**src/rtl/apb_pkg.sv**
```systemverilog
// Shared APB definitions: master FSM state encoding, slave register map, default bus widths.
package apb_pkg;

    typedef enum logic [1:0] {
        IDLE   = 2'd0,
        SETUP  = 2'd1,
        ACCESS = 2'd2,
        RESP   = 2'd3
    } apb_mst_state_t;

    // Register offsets of the APB-to-I2C slave block.
    localparam logic [7:0] TX_FIFO = 8'd0;
    localparam logic [7:0] RX_FIFO = 8'd4;
    localparam logic [7:0] CONFIG  = 8'd8;
    localparam logic [7:0] TIMEOUT = 8'd12;

    localparam int DEFAULT_ADDR_W = 32;
    localparam int DEFAULT_DATA_W = 32;

endpackage

```
**src/rtl/apb_wait_timer.sv**
```systemverilog
// Counts wait-state ACCESS cycles and flags the last one allowed before a transfer is aborted.
// TIMEOUT_CYCLES = 0 removes the counter and never expires.
module apb_wait_timer #(
    parameter int TIMEOUT_CYCLES = 16
) (
    input  logic clk,
    input  logic rst,
    input  logic clear,
    input  logic enable,
    output logic expired
);

    localparam int CNT_W = (TIMEOUT_CYCLES > 0) ? $clog2(TIMEOUT_CYCLES + 1) : 1;

    generate
        if (TIMEOUT_CYCLES > 0) begin : g_timer
            localparam logic [CNT_W-1:0] CNT_MAX  = CNT_W'(TIMEOUT_CYCLES);
            localparam logic [CNT_W-1:0] CNT_LAST = CNT_W'(TIMEOUT_CYCLES - 1);

            logic [CNT_W-1:0] cnt_q;
            logic [CNT_W-1:0] cnt_d;

            // Next count: clear wins, otherwise count waiting cycles and saturate at the limit.
            always_comb begin
                cnt_d = cnt_q;
                if (clear) begin
                    cnt_d = '0;
                end else if (enable && (cnt_q != CNT_MAX)) begin
                    cnt_d = cnt_q + 1'b1;
                end
            end

            // Counter register.
            always_ff @(posedge clk or posedge rst) begin
                if (rst) begin
                    cnt_q <= '0;
                end else begin
                    cnt_q <= cnt_d;
                end
            end

            // The current waiting cycle is the Nth one: if it ends without PREADY, abort.
            assign expired = enable && (cnt_q == CNT_LAST);
        end else begin : g_no_timer
            logic unused_inputs;
            assign unused_inputs = &{1'b0, clk, rst, clear, enable};
            assign expired       = 1'b0;
        end
    endgenerate

endmodule

```
**src/rtl/apb_master_bridge.sv**
```systemverilog
// APB3 initiator: turns single-beat requester commands into SETUP/ACCESS transfers and
// returns read data, slave error and timeout status through a valid/ready response port.
module apb_master_bridge
    import apb_pkg::*;
#(
    parameter int ADDR_W         = DEFAULT_ADDR_W,
    parameter int DATA_W         = DEFAULT_DATA_W,
    parameter int TIMEOUT_CYCLES = 16
) (
    input  logic              PCLK,
    input  logic              PRESET,
    input  logic              CMD_VALID,
    output logic              CMD_READY,
    input  logic              CMD_WRITE,
    input  logic [ADDR_W-1:0] CMD_ADDR,
    input  logic [DATA_W-1:0] CMD_WDATA,
    output logic              RSP_VALID,
    input  logic              RSP_READY,
    output logic [DATA_W-1:0] RSP_RDATA,
    output logic              RSP_ERR,
    output logic              RSP_TIMEOUT,
    output logic              BUSY,
    output logic              PSELx,
    output logic              PENABLE,
    output logic              PWRITE,
    output logic [ADDR_W-1:0] PADDR,
    output logic [DATA_W-1:0] PWDATA,
    input  logic [DATA_W-1:0] PRDATA,
    input  logic              PREADY,
    input  logic              PSLVERR
);

    apb_mst_state_t    state_q, state_d;
    logic              psel_q, psel_d;
    logic              penable_q, penable_d;
    logic              pwrite_q, pwrite_d;
    logic [ADDR_W-1:0] paddr_q, paddr_d;
    logic [DATA_W-1:0] pwdata_q, pwdata_d;
    logic              rsp_valid_q, rsp_valid_d;
    logic [DATA_W-1:0] rsp_rdata_q, rsp_rdata_d;
    logic              rsp_err_q, rsp_err_d;
    logic              rsp_timeout_q, rsp_timeout_d;

    logic timer_clear;
    logic timer_enable;
    logic timer_expired;

    assign timer_enable = (state_q == ACCESS) && !PREADY;
    assign timer_clear  = (state_q == RESP) && RSP_READY;

    apb_wait_timer #(
        .TIMEOUT_CYCLES(TIMEOUT_CYCLES)
    ) u_wait_timer (
        .clk    (PCLK),
        .rst    (PRESET),
        .clear  (timer_clear),
        .enable (timer_enable),
        .expired(timer_expired)
    );

    // FSM next-state and next-value logic for the APB outputs and response fields.
    always_comb begin
        // NOTE: every _d starts from its _q so no path leaves a signal unassigned (no latches).
        state_d       = state_q;
        psel_d        = psel_q;
        penable_d     = penable_q;
        pwrite_d      = pwrite_q;
        paddr_d       = paddr_q;
        pwdata_d      = pwdata_q;
        rsp_valid_d   = rsp_valid_q;
        rsp_rdata_d   = rsp_rdata_q;
        rsp_err_d     = rsp_err_q;
        rsp_timeout_d = rsp_timeout_q;

        unique case (state_q)
            IDLE: begin
                if (CMD_VALID) begin
                    pwrite_d  = CMD_WRITE;
                    paddr_d   = CMD_ADDR;
                    pwdata_d  = CMD_WRITE ? CMD_WDATA : '0;
                    psel_d    = 1'b1;
                    penable_d = 1'b0;
                    state_d   = SETUP;
                end
            end
            SETUP: begin
                penable_d = 1'b1;
                state_d   = ACCESS;
            end
            ACCESS: begin
                if (PREADY) begin
                    rsp_rdata_d   = pwrite_q ? '0 : PRDATA;
                    rsp_err_d     = PSLVERR;
                    rsp_timeout_d = 1'b0;
                    psel_d        = 1'b0;
                    penable_d     = 1'b0;
                    rsp_valid_d   = 1'b1;
                    state_d       = RESP;
                end else if (timer_expired) begin
                    rsp_rdata_d   = '0;
                    rsp_err_d     = 1'b1;
                    rsp_timeout_d = 1'b1;
                    psel_d        = 1'b0;
                    penable_d     = 1'b0;
                    rsp_valid_d   = 1'b1;
                    state_d       = RESP;
                end
            end
            RESP: begin
                if (RSP_READY) begin
                    rsp_valid_d = 1'b0;
                    state_d     = IDLE;
                end
            end
            default: state_d = IDLE;
        endcase
    end

    // State and output registers; reset aborts any transfer without producing a response.
    always_ff @(posedge PCLK or posedge PRESET) begin
        if (PRESET) begin
            state_q       <= IDLE;
            psel_q        <= 1'b0;
            penable_q     <= 1'b0;
            pwrite_q      <= 1'b0;
            paddr_q       <= '0;
            pwdata_q      <= '0;
            rsp_valid_q   <= 1'b0;
            rsp_rdata_q   <= '0;
            rsp_err_q     <= 1'b0;
            rsp_timeout_q <= 1'b0;
        end else begin
            // NOTE: non-blocking so every flop updates from the same pre-edge values.
            state_q       <= state_d;
            psel_q        <= psel_d;
            penable_q     <= penable_d;
            pwrite_q      <= pwrite_d;
            paddr_q       <= paddr_d;
            pwdata_q      <= pwdata_d;
            rsp_valid_q   <= rsp_valid_d;
            rsp_rdata_q   <= rsp_rdata_d;
            rsp_err_q     <= rsp_err_d;
            rsp_timeout_q <= rsp_timeout_d;
        end
    end

    assign CMD_READY   = (state_q == IDLE);
    assign BUSY        = (state_q != IDLE);
    assign PSELx       = psel_q;
    assign PENABLE     = penable_q;
    assign PWRITE      = pwrite_q;
    assign PADDR       = paddr_q;
    assign PWDATA      = pwdata_q;
    assign RSP_VALID   = rsp_valid_q;
    assign RSP_RDATA   = rsp_rdata_q;
    assign RSP_ERR     = rsp_err_q;
    assign RSP_TIMEOUT = rsp_timeout_q;

endmodule

```
**config.mk**
```make
export PLATFORM = sky130hd
export DESIGN_NAME = apb_master_bridge
export DESIGN_NICKNAME = d
export VERILOG_FILES = /design/src/rtl/apb_pkg.sv /design/src/rtl/apb_wait_timer.sv /design/src/rtl/apb_master_bridge.sv
export SDC_FILE = /design/constraint.sdc
export NUM_CORES = 1
export LEC_CHECK = 0
export ABC_AREA = 0
export ABC_CLOCK_PERIOD_IN_PS = 4400
export CORE_ASPECT_RATIO = 1.5
export CORE_MARGIN = 4
export CORE_UTILIZATION = 38
export DETAILED_ROUTE_END_ITERATION = 7
export PLACE_DENSITY = 0.75
export SLEW_MARGIN = 20
export SYNTH_ARGS = -nofsm -noshare
export SYNTH_HDL_FRONTEND = slang
export SYNTH_SLANG_ARGS = --single-unit
```
**constraint.sdc**
```tcl
create_clock -name PCLK -period 4.4 [get_ports PCLK]
set_input_delay 1.1 -clock PCLK [delete_from_list [all_inputs] [get_ports PCLK]]
set_output_delay 1.1 -clock PCLK [all_outputs]
set_load 0.03 [all_outputs]
```
==> reports/results.env <==
SIMPLE_GATE_SHARE_OF_THE_SYNTHESIZED_AREA_PCT=14.5
OUTCOME='finished, final reports clean'
CRITPATHREQUIREDTIME_NS=3.30
SYNTHXORXNORAREAFRAC_PCT=0
MAXIMUM_NUMBER_OF_PINS_ON_ONE_NET_BEFORE_GLOBAL_ROUTE_REPAIR=99
TIMING.SETUP.TNS_NS=0
TRACK_USAGE_PCT=17.7
GRT_PASS1_VIAS=3897
GRT_FIRST_PASS_WIRELENGTH_UM=19400
CRITICAL_PATH.TOP_DELAY_FAMILY='buffers and inverters'
RSZ0062_AT_GRT='no'
CRIT_CHAIN='inv_1 > ha_1 > inv_1 > clkdlybuf4s50_1'
CLOCK_TREE_FROM_TRITONCTS='yes'
NUMBER_OF_SYNTHESIS_WARNINGS=0
SEQ_AREA_FRAC_SYNTH_PCT=60.6
FINALMAXSLEWVIOLATIONS=0
NUMBER_OF_BUFFERS_ADDED_BY_THE_CLOCK_TREE_SYNTHESIS_STEP=9
ANTENNA_LEFT=0
P_LEAK_uW=0.00299
PORT_BUFFERS=206
CLOCKROOTBUFFER='clkbuf_16'
NUM-NETS-FINAL=729
TOTAL_VIA_COUNT_IN_THE_ROUTED_DESIGN=3705
GRT.OVERFLOW.TOTAL=0
POSTSYNTHAREAPERCELL_UM2=10.6
DRT_ITER0_MARKERS=116
FINAL_CELLS=773
CLKLATENCYLATEPIN_NS=0.34
POST_DRT_WL_PER_CELL_UM=15.7
POWER_PER_CELL_AREA_nW_PER_UM2=750
DRT_PASS1_ITERATIONS=4
HP-CLASS='reg -> reg'
SYNTH.FF_LATCH_COUNT=109
CLKSINKCOUNT=109
POST-SYNTH-TOP-AREA-FRACTION_PCT=60.6
SYNTH_EDF_COUNT=0
CRITICAL_PATH_PEAK_FANOUT=5
POST_SYNTH_INST_COUNT=424
COUNT_LEADER_SYNTH='nand2_1'
MIN_PERIOD_OVER_PERIOD_PCT=69.1
AREA.GROWTH.SYNTH_TO_FINAL_PCT=54.5
BIGGEST_AREA_CONSUMER_AMONG_SYNTHESIZED_CELLS='dfrtp_1'
FF2FF_SETUP_SLACK_NS=1.98
MIN_PERIOD_NS=3.04
FMAXACHIEVABLE_GHz=0.329
CLKSLEWWORSTSETUPHOLDPATHS_NS=0.07
CRITICALPATHCATEGORY='reg -> out'
INITIAL_CORE_UTIL_PCT=39.1
SYNTH_ADDER_AREA_SHARE_PCT=2.22
DRIVE_GT1_SHARE_PCT=4.65
CRITICAL-PATH-TOP-CELL-BY-COUNT='inv_1'
SYNTH_NETS=535
TYPE_OF_ELEMENT_LAUNCHING_THE_CRITICAL_PATH='flip-flop'
POST_CTS_BUFFERS=0
GRT_ANTENNA_BEFORE_REPAIR=0
WORST_CLOCK_SKEW_NS=0.00701
DP.CELLS=757
CPPEAKSTAGEDELAY_NS=0.68
FP.DIEH_UM=141
FINALWIRELENGTH_UM=12100
PLACEMENTROWS=48
FINALWEIGHTEDCONGESTION=0.784
YOSYS-TOP-CELLS-AREA='dfrtp_1 (61%), nand2_1 (11%), mux2_1 (8.3%), o21ai_0 (4.2%), o21ai_1 (3.7%)'
CORE-AREA_UM2=11500
FINAL-SETUP-VIOL-COUNT=0
POST_CTS.RESIZED_INSTANCES=0
WORST_PIN_SLEW_NS=0.967
YS_ASYNC_SR_FRACTION_PCT=100
NETLIST_TOP_CELLS_COUNT='nand2_1 (134), dfrtp_1 (109), o21ai_0 (38)'
ROUTE.DETAILED.DRC=0
CRITICAL_PATH.SLOWEST_CELL='clkdlybuf4s50_1'
SETUP.WORST_PATH.END_CLASS='output port'
NUM-FILL-CELLS=1009
CTS_HOLD_REPAIR.BUFFERS=0
SHARE_OF_SYNTHESIZED_AREA_SPENT_ON_MULTIPLEXERS_PCT=9.14
CLOCK_H_TREE_LEVELS=3
IO-PIN-COUNT=207
ROUTE.DETAILED.VIAS_PER_INST=4.79
CRITPATHARRIVALTIME_NS=1.94
ANTENNA_CELLS=0
TIMING.FINAL.HOLD_VIOLATIONS=0
FIN_HOLD_WS_NS=0.484
CTS_MAX_PATH_BUFFERS=2
SYNTH.LIB_CELLS_USED.DISTINCT=30
POST_SYNTH_INSTANCE_AREA_UM2=4500
SYNTH_COMPOUND_AREA_SHARE_PCT=9.56
FP.DIEW_UM=96.9
DP_HPWL_UM=9300
MAX_CAP_VIOL_COUNT=0
DIE_AREA_UM2=13700
DOMINANTREGCELLSYNTH='dfrtp_1'
VDD_DROP_MAX_V=0.000472
COMBINATIONAL_FAMILY_WITH_THE_MOST_AREA_AFTER_SYNTHESIS='simple AND/OR/NAND/NOR gates'
TIMING.CRITICAL_PATH.BUF_INV=3
WORST_SLEW_MARGIN_REL_PCT=35.5
final timing paths:
kind,startpoint,endpoint,cells after the start
max reg2reg,u_wait_timer.g_timer.cnt_q[0],RSP_RDATA[30],7
min in group asynchronous,PRESET,RSP_VALID,2
max in group asynchronous,PRESET,PADDR[13],3
min reg2reg,PWDATA[31],PWDATA[31],2
min,PWDATA[31],PWDATA[31],2
max,state_q[0],BUSY,4
report_power, final:
| part | switching, uW | internal, uW | total, uW |
|---|---|---|---|
| registers | 262 | 1450 | 1720 |
| clock network | 366 | 448 | 814 |
| logic | 1560 | 1130 | 2690 |
cell type report:
class | instances | area [um^2] | area share (%)
multi-input combinational | 281 | 1620 | 23.2
inverter | 8 | 32.5 | 0.468
timing repair buffer | 209 | 2090 | 30.1
sequential | 109 | 2730 | 39.2
tap | 150 | 188 | 2.70
clock buffer | 10 | 229 | 3.29
clock inverter | 6 | 72.6 | 1.04
metal layers:
layer / vias to the layer above / routed length, um / GRT usage [%]
li1: 1785 / - / -
met1: 1775 / 4320 / 18.1
met2: 123 / 6730 / 33.6
met3: 22 / 708 / 4.43
met4: 0 / 365 / 8.21
met5: - / 0 / 0
registers in the layout (all words and copies together) (netlist names), 2 cells and up:
signal                      flops
PADDR                          32
PWDATA                         32
RSP_RDATA                      32
state_q                         2
u_wait_timer.g_timer.cnt_q      5
tightest hold or removal path, delay by kind of cell (launching register included):
kind	cells	cell delay (ns)
flip-flops	1	0.35
AO/OA/AOI/OAI	1	0.06
AND/OR/NAND/NOR	1	0.05
layout by cell type, fill, tap and decap left out, drive strengths merged, types with 4 or more instances in the layout:
cell type | netlist | routed
inv | 8 | 9
clkinv | 0 | 4
mux2 | 35 | 35
clkbuf | 9 | 10
buf | 17 | 4
o21ai | 71 | 71
a21oi | 7 | 7
clkdlybuf4s50 | 0 | 205
dfrtp | 109 | 109
nand2 | 134 | 134
ha | 8 | 8
nor2b | 4 | 4
stage by stage:
stage	power (uW)	utilization, %	cell area (um^2)	worst slack (ns)
floorplan	3270	-	4500	0.426
global placement	4380	57.8	6660	1.38
detailed placement	4460	57.8	6660	1.29
CTS	5290	60.4	6960	1.35
global route	5520	60.3	6960	1.29
finish	5220	60.3	6960	1.36
cell families (layout without fill, tap and decap cells):
family | after synthesis | count (layout)
simple gates | 154 | 154
flops | 109 | 109
compound gates | 83 | 83
mux | 36 | 36
buf+inv | 34 | 233
fa+ha+maj | 8 | 8
(Power assumes the default switching activity.)
